[src/rtl/mem_arbiter.sv]
`timescale 1ns/1ps
`default_nettype none
// ============================================================================
//  Module      : mem_arbiter
//  Description : Two-port arbiter in front of the shared program/data memory.
//                Port C (CPU control sequencer) and port L (loader/debug)
//                compete for one memory port. A transaction latches the
//                owner's we/addr/wdata, issues a single mem_en strobe, waits
//                MEM_LAT cycles on reads, and returns a one-cycle ack with
//                registered read data. Ties alternate round-robin.
//  Ports       : i_clk/i_rst          clock, synchronous active-high reset
//                i_c_* / o_c_ack      CPU request port
//                i_l_* / o_l_ack      loader request port
//                o_rdata              read data, valid while an ack is high
//                o_grant / o_busy     owner (bit0 = C, bit1 = L), busy flag
//                o_mem_* / i_mem_rdata  memory-side port
//  Revision    : 1.0 - initial release
// ============================================================================
module mem_arbiter #(
    parameter int ADDR_W  = 8,
    parameter int DATA_W  = 8,
    parameter int MEM_LAT = 1    // legal range 1..7
) (
    input  logic              i_clk,
    input  logic              i_rst,
    input  logic              i_c_req,
    input  logic              i_c_we,
    input  logic [ADDR_W-1:0] i_c_addr,
    input  logic [DATA_W-1:0] i_c_wdata,
    output logic              o_c_ack,
    input  logic              i_l_req,
    input  logic              i_l_we,
    input  logic [ADDR_W-1:0] i_l_addr,
    input  logic [DATA_W-1:0] i_l_wdata,
    output logic              o_l_ack,
    output logic [DATA_W-1:0] o_rdata,
    output logic [1:0]        o_grant,
    output logic              o_busy,
    output logic              o_mem_en,
    output logic              o_mem_we,
    output logic [ADDR_W-1:0] o_mem_addr,
    output logic [DATA_W-1:0] o_mem_wdata,
    input  logic [DATA_W-1:0] i_mem_rdata
);

    typedef enum logic [1:0] {
        S_IDLE  = 2'd0,
        S_ISSUE = 2'd1,
        S_WAIT  = 2'd2,
        S_ACK   = 2'd3
    } state_t;

    localparam logic       c_OWN_C = 1'b0;
    localparam logic       c_OWN_L = 1'b1;
    localparam logic [2:0] c_LAT   = 3'(MEM_LAT);

    state_t            state_q,     state_d;
    logic [2:0]        cnt_q,       cnt_d;
    logic              rr_last_q,   rr_last_d;
    logic              owner_q,     owner_d;
    logic              we_q,        we_d;
    logic [1:0]        grant_q,     grant_d;
    logic              busy_q,      busy_d;
    logic              mem_en_q,    mem_en_d;
    logic              mem_we_q,    mem_we_d;
    logic [ADDR_W-1:0] mem_addr_q,  mem_addr_d;
    logic [DATA_W-1:0] mem_wdata_q, mem_wdata_d;
    logic [DATA_W-1:0] rdata_q,     rdata_d;
    logic              c_ack_q,     c_ack_d;
    logic              l_ack_q,     l_ack_d;

    logic              w_pick_l;
    logic              w_sel_we;

    always_comb begin
        state_d     = state_q;
        cnt_d       = cnt_q;
        rr_last_d   = rr_last_q;
        owner_d     = owner_q;
        we_d        = we_q;
        grant_d     = grant_q;
        mem_addr_d  = mem_addr_q;
        mem_wdata_d = mem_wdata_q;
        rdata_d     = rdata_q;
        mem_en_d    = 1'b0;
        mem_we_d    = 1'b0;
        c_ack_d     = 1'b0;
        l_ack_d     = 1'b0;
        // L wins only if C is silent, or on a tie when C was served last.
        w_pick_l    = i_l_req && (!i_c_req || (rr_last_q == c_OWN_C));
        w_sel_we    = w_pick_l ? i_l_we : i_c_we;

        case (state_q)
            S_IDLE: begin
                if (i_c_req || i_l_req) begin
                    owner_d    = w_pick_l;
                    rr_last_d  = w_pick_l;
                    we_d       = w_sel_we;
                    mem_addr_d = w_pick_l ? i_l_addr : i_c_addr;
                    // Reads leave the memory write-data register untouched.
                    if (w_sel_we) begin
                        mem_wdata_d = w_pick_l ? i_l_wdata : i_c_wdata;
                    end
                    grant_d    = w_pick_l ? 2'b10 : 2'b01;
                    // Strobe is registered so it is visible during S_ISSUE.
                    mem_en_d   = 1'b1;
                    mem_we_d   = w_sel_we;
                    state_d    = S_ISSUE;
                end
            end
            S_ISSUE: begin
                if (we_q) begin
                    c_ack_d = (owner_q == c_OWN_C);
                    l_ack_d = (owner_q == c_OWN_L);
                    state_d = S_ACK;
                end else begin
                    cnt_d   = c_LAT;
                    state_d = S_WAIT;
                end
            end
            S_WAIT: begin
                cnt_d = cnt_q - 3'd1;
                if (cnt_q == 3'd1) begin
                    rdata_d = i_mem_rdata;
                    c_ack_d = (owner_q == c_OWN_C);
                    l_ack_d = (owner_q == c_OWN_L);
                    state_d = S_ACK;
                end
            end
            S_ACK: begin
                grant_d = 2'b00;
                state_d = S_IDLE;
            end
            default: begin
                grant_d = 2'b00;
                state_d = S_IDLE;
            end
        endcase

        busy_d = (state_d != S_IDLE);
    end

    always_ff @(posedge i_clk) begin
        if (i_rst) begin
            state_q     <= S_IDLE;
            cnt_q       <= 3'd0;
            rr_last_q   <= c_OWN_L;   // C wins the first tie after reset
            owner_q     <= c_OWN_C;
            we_q        <= 1'b0;
            grant_q     <= 2'b00;
            busy_q      <= 1'b0;
            mem_en_q    <= 1'b0;
            mem_we_q    <= 1'b0;
            mem_addr_q  <= '0;
            mem_wdata_q <= '0;
            rdata_q     <= '0;
            c_ack_q     <= 1'b0;
            l_ack_q     <= 1'b0;
        end else begin
            state_q     <= state_d;
            cnt_q       <= cnt_d;
            rr_last_q   <= rr_last_d;
            owner_q     <= owner_d;
            we_q        <= we_d;
            grant_q     <= grant_d;
            busy_q      <= busy_d;
            mem_en_q    <= mem_en_d;
            mem_we_q    <= mem_we_d;
            mem_addr_q  <= mem_addr_d;
            mem_wdata_q <= mem_wdata_d;
            rdata_q     <= rdata_d;
            c_ack_q     <= c_ack_d;
            l_ack_q     <= l_ack_d;
        end
    end

    assign o_c_ack     = c_ack_q;
    assign o_l_ack     = l_ack_q;
    assign o_rdata     = rdata_q;
    assign o_grant     = grant_q;
    assign o_busy      = busy_q;
    assign o_mem_en    = mem_en_q;
    assign o_mem_we    = mem_we_q;
    assign o_mem_addr  = mem_addr_q;
    assign o_mem_wdata = mem_wdata_q;

endmodule
`default_nettype wire

[config.mk]
export PLATFORM = sky130hd
export DESIGN_NAME = mem_arbiter
export DESIGN_NICKNAME = d
export VERILOG_FILES = /design/src/rtl/mem_arbiter.sv
export SDC_FILE = /design/constraint.sdc
export NUM_CORES = 1
export LEC_CHECK = 0
export CAP_MARGIN = 20
export CELL_PAD_IN_SITES_DETAIL_PLACEMENT = 0
export CELL_PAD_IN_SITES_GLOBAL_PLACEMENT = 1
export CORE_MARGIN = 5
export CORE_UTILIZATION = 32
export CTS_CLUSTER_SIZE = 16
export DETAILED_ROUTE_END_ITERATION = 10
export GPL_TIMING_DRIVEN = 1
export HOLD_SLACK_MARGIN = 0.1
export PLACE_DENSITY = 0.95
export REMOVE_ABC_BUFFERS = 1
export SLEW_MARGIN = 20
export SYNTH_ARGS = -nofsm -noshare
export SYNTH_HDL_FRONTEND = slang
export SYNTH_SLANG_ARGS = --single-unit
[constraint.sdc]
create_clock -name i_clk -period 2.6 [get_ports i_clk]
set_input_delay 0.26 -clock i_clk [delete_from_list [all_inputs] [get_ports i_clk]]
set_output_delay 0.26 -clock i_clk [all_outputs]
set_load 0.01 [all_outputs]
==> results of run 1 <==
## metrics by stage
step	cell area, sq um	worst slack (ps)	total power [mW]	hold slack, ps
floorplan	1650	662	1.48	325
global placement	2530	738	1.93	430
detailed placement	2530	708	1.96	439
CTS	2610	794	2.36	450
global route	2610	637	2.51	465
finish	2610	806	2.32	446
## layout make-up
class | count | area, sq um | share of cell area, %
multi-input cells | 126 | 843 | 32.3
repair buffers | 81 | 798 | 30.5
clock inverters | 1 | 5.00 | 0.191
flip-flops and latches | 39 | 781 | 29.9
clock buffers | 7 | 76.3 | 2.92
well taps | 70 | 87.6 | 3.35
inverters | 6 | 22.5 | 0.862
## state kept, by name, indices dropped and copies added, names as in the netlist
register / count
o_l_ack: 1
o_c_ack: 1
o_busy: 1
owner_q: 1
state_q: 2
we_q: 1
o_mem_en: 1
o_mem_we: 1
o_mem_wdata: 8
o_mem_addr: 8
o_rdata: 8
o_grant: 2
rr_last_q: 1
cnt_q: 3
## logic make-up (layout without fill, tap and decap cells)
family          Yosys count  count (layout)  synth area share (%)
compound gates           51              51                  20.9
mux                      16              16                  9.21
flops                    39              39                  44.9
buf+inv                  19              95                  6.62
fa+ha+maj                 7               7                  5.04
simple gates             52              52                  13.4
## worst register-to-register path, cell delays in order (launching register included)
cell     delay, ps
dfxtp_1        350
inv_1          120
ha_1           160
buf_4          200
o21a_1         510
a21oi_1        120
a21oi_1        170
nor2_1          50
## synth_stat cells, types with 2 or more instances
| cell | count | area share, % |
|---|---|---|
| ha_1 | 7 | 5.0 |
| a211oi_2 | 8 | 5.8 |
| nor2_1 | 17 | 3.7 |
| nor2b_1 | 3 | 1.1 |
| dfxtp_1 | 39 | 45 |
| a211oi_1 | 9 | 3.9 |
| o21ai_0 | 4 | 1.2 |
| inv_1 | 6 | 1.3 |
| buf_2 | 4 | 1.2 |
| buf_6 | 3 | 1.9 |
| clkbuf_1 | 5 | 1.1 |
| nand2_1 | 23 | 5.0 |
| or2_1 | 2 | 0.72 |
| mux2i_1 | 16 | 9.2 |
| a21oi_1 | 23 | 6.6 |
## final timing paths
path / start / end / slack, ps / cells after the start
max: state_q[0] / o_grant[0] / 810 / 7
min: owner_q / o_l_ack / 450 / 2
max reg2reg: state_q[0] / o_grant[0] / 810 / 7
min reg2reg: owner_q / o_l_ack / 450 / 2
## per-layer routing
metal / global-route usage [%] / vias to the layer above
met2: 19.9 / 59
met1: 12.5 / 654
met4: 3.95 / 0
li1: - / 783
met5: 0 / -
met3: 6.81 / 8
## power by group
part           switching [mW]  total (mW)  internal (mW)  leakage (nW)
clock network           0.200       0.388          0.188        0.0422
registers              0.0976       0.870          0.773         0.320
logic                   0.520        1.06          0.542         0.593
total                   0.817        2.32           1.50         0.956
==> metrics.yaml, run 1 <==
outcome: "finished clean"
die_height_um: 83.7
antenna_found_initial: 0
die_area_sq_um: 7010
ys_warn_count: 0
synth_top_flop_cell: "dfxtp_1"
postSynthAreaPerCell_sq_um: 9.45
first_iter_violations: 23
met3_length_um: 506
firstDrtPassIters: 4
fillerInstances: 537
ys_types: 30
cap_viol_max_count: 0
crit_path_start_kind: "register"
cts_resized: 0
synth_edf_count: 0
post_drt_wl_per_cell_um: 12.5
clockBufferDepth: 2
required_ps: 2760
finalCritPeriodShare_pct: 69.0
critPathSlowestCell: "o21a_1"
worst_pin_slew_ps: 602
cts_tree: "built"
routabilityCongestion: 0.782
vdd_drop_max_v: 0.000375
mostFrequentLayoutCell: "clkdlybuf4s50_1"
path_buf_inv: 2
num_rows: 26
die_width_um: 83.7
cts_root_buf: "clkbuf_8"
fin_nets: 312
layout_min_cycle_time_ps: 1790
cp_top_family: "compound AO/OA/AOI/OAI gates"
critPathMaxStageDelay_ps: 500
cp_common_cell: "a21oi_1"
grt_overflow_total: 0
power_density_nw_per_um2: 888
drt-vias-per-instance: 4.56
hold_buffers: 0
synth_seq_cells: 39
finalHoldViolations: 0
crit_fanout: 17
arrival_ps: 1950
fp.coreArea_sq_um: 5200
path_cells: "inv_1 > ha_1 > buf_4 > o21a_1 > a21oi_1 > a21oi_1 > nor2_1"
max_freq_mhz: 557
drive_above_1_share_pct: 8.46
initial_core_util_pct: 33.4
postRouteAntennaNets: 0
totalWireLength_um: 4110
htree_levels: 2
finalSetupTns_ps: 0
antenna_cells: 0
mostFrequentLayoutCells: "clkdlybuf4s50_1, dfxtp_1, nand2_1, a21oi_1, nor2_1"
finClkSkew_ps: 3.40
endpoint_kind: "register"
vias: 1504
grt_pass1_wl_um: 6800
grt_max_degree: 20
grt_pass1_vias: 1529
wl_met2_um: 1880
ios: 77
instances_no_fill: 330
criticalPathCategory: "reg -> reg"
async_reset_ff_share_pct: 0
dp_hpwl_um: 3130
area_delta_synth_final_pct: 50.3
syn-instance-count: 184
grt_usage_pct: 11.9
holdCritPathClass: "reg -> reg"
io_buffer_count: 76
rsz0062_at_grt: "no"
cts.sinks: 39
cts_made_buffers: 5
synth_seq_area_share_pct: 44.9
slew_headroom_pct: 59.7
clk_pin_slew_worst_paths_ps: 70
drc: 0
leakagePower_nw: 0.956
dp_cells: 322
setup_viol: 0
fin_util_pct: 50.2
met1_length_um: 1670
highest_layer: "met4"
cts_setup_buffers: 0
syn-cell-area_sq_um: 1740
insertion_delay_ps: 290
maxSlewViolCount: 0
(Power assumes the default switching activity.)
==> run 2: changes to the inputs <==
--- a/config.mk
+++ b/config.mk
@@ -9,12 +9,12 @@
 export CELL_PAD_IN_SITES_DETAIL_PLACEMENT = 0
 export CELL_PAD_IN_SITES_GLOBAL_PLACEMENT = 1
 export CORE_MARGIN = 5
-export CORE_UTILIZATION = 32
+export CORE_UTILIZATION = 27
 export CTS_CLUSTER_SIZE = 16
 export DETAILED_ROUTE_END_ITERATION = 10
 export GPL_TIMING_DRIVEN = 1
 export HOLD_SLACK_MARGIN = 0.1
-export PLACE_DENSITY = 0.95
+export PLACE_DENSITY = 0.87
 export REMOVE_ABC_BUFFERS = 1
 export SLEW_MARGIN = 20
 export SYNTH_ARGS = -nofsm -noshare
==> constraint.sdc (replaced) <==
create_clock -name i_clk -period 1.5 [get_ports i_clk]
set_input_delay 0.15 -clock i_clk [delete_from_list [all_inputs] [get_ports i_clk]]
set_output_delay 0.15 -clock i_clk [all_outputs]
set_load 0.01 [all_outputs]
==> metrics.yaml, run 2 (synthesis results as in run 1) <==
leakagePower_nw: 1.04
drive_above_1_share_pct: 14.5
clockBufferDepth: 2
grt_overflow_total: 0
grt_pass1_wl_um: 7270
power_density_nw_per_um2: 1590
holdCritPathClass: "in -> reg"
routabilityCongestion: 0.673
max_freq_mhz: 707
r2r_start: "state_q[0]"
area_delta_synth_final_pct: 60.0
arrival_ps: 1650
grt_usage_pct: 10.9
drc: 0
setup_viol: 0
crit_fanout: 3
fin_nets: 327
finalHoldViolations: 0
required_ps: 1740
num_rows: 29
worst_pin_slew_ps: 269
ios: 77
die_area_sq_um: 8150
insertion_delay_ps: 290
crit_path_start_kind: "register"
antenna_cells: 0
cts_made_buffers: 5
totalWireLength_um: 4340
drt-vias-per-instance: 4.49
cts_root_buf: "clkbuf_8"
mostFrequentLayoutCell: "clkdlybuf4s50_1"
die_height_um: 90.3
outcome: "finished clean"
vdd_drop_max_v: 0.000639
antenna_found_initial: 0
cp_common_cell: "or2_1"
postRouteAntennaNets: 0
worst_slack_ps: 85.6
hold_buffers: 0
cts.sinks: 39
critPathSlowestCell: "dfxtp_1"
critPathMaxStageDelay_ps: 320
finClkSkew_ps: 4.87
endpoint_kind: "register"
grt_pass1_vias: 1659
dpl_worst_slack_ps: -72.6
firstDrtPassIters: 4
whs_ps: 408
grt_max_degree: 17
post_drt_wl_per_cell_um: 12.3
io_buffer_count: 76
dp_hpwl_um: 3470
htree_levels: 2
mostFrequentLayoutCells: "clkdlybuf4s50_1, dfxtp_1, nand2_1, a21oi_1, buf_4"
maxSlewViolCount: 0
layout_min_cycle_time_ps: 1410
path_buf_inv: 1
worstHoldStart: "i_mem_rdata[6]"
fp.coreArea_sq_um: 6310
first_iter_violations: 49
finalCritPeriodShare_pct: 94.3
cts_tree: "built"
vias: 1581
rsz0062_at_grt: "yes"
initial_core_util_pct: 27.5
slew_headroom_pct: 81.8
path_cells: "inv_1 > ha_1 > nand2_1 > or2_1 > a311oi_1 > or2_1"
criticalPathCategory: "reg -> reg"
startpoint: "state_q[0]"
die_width_um: 90.3
cap_viol_max_count: 0
cp_top_family: "simple AND/OR/NAND/NOR gates"
fin_util_pct: 44.1
clk_pin_slew_worst_paths_ps: 70
==> run 2: area by class of cell <==
type | instances | area, sq um
tap | 77 | 96.3
multi-input combinational | 126 | 856
clock inverter | 1 | 7.51
inverter | 6 | 22.5
timing repair buffer | 96 | 923
fill | 637 | 3530
sequential | 39 | 781
clock buffer | 7 | 96.3
==> run 2: metal layers <==
| metal | share of wire [%] | track usage, % | routed length (um) | vias up |
|---|---|---|---|---|
| met5 | 0 | 0 | 0 | - |
| met1 | 40 | 11.0 | 1740 | 698 |
| met3 | 12 | 6.17 | 516 | 6 |
| li1 | - | - | - | 818 |
| met4 | 1.2 | 2.98 | 54 | 0 |
| met2 | 47 | 19.1 | 2040 | 59 |
==> run 2: per-stage QoR <==
| stage | TNS [ps] | power, mW | instance area [sq um] | std cells |
|---|---|---|---|---|
| 3_5_place_dp | -521 | 3.62 | 2660 | 343 |
| 2_1_floorplan | -5000 | 2.56 | 1650 | 171 |
| 3_3_place_gp | -268 | 3.58 | 2660 | 343 |
| 4_1_cts | 0 | 4.42 | 2760 | 351 |
| 6_report | 0 | 4.42 | 2780 | 352 |
| 5_1_grt | -16.5 | 4.79 | 2780 | 352 |
==> run 2: final timing paths <==
kind / endpoint / slack (ps) / depth (start not counted)
max: o_busy / 90 / 6
min: o_rdata[6] / 410 / 3
max reg2reg: o_busy / 90 / 6
min reg2reg: o_l_ack / 450 / 2
==> run 2: report_power, final <==
group	total (mW)	internal, mW	leakage, nW	switching [mW]
clock network	0.785	0.418	0.0505	0.367
logic	2.13	1.16	0.672	0.970
registers	1.50	1.34	0.320	0.160
total	4.42	2.92	1.04	1.50
==> run 2: what timing repair did <==
item                       in CTS  in global routing
setup buffers                   0                  1
setup endpoints to repair       0                 10
resized for setup               0                  3
==> run 2: worst reg2reg max path, stage by stage (launching register included) <==
cell	delay [ps]
dfxtp_1	320
inv_1	140
ha_1	200
nand2_1	70
or2_1	240
a311oi_1	260
or2_1	140
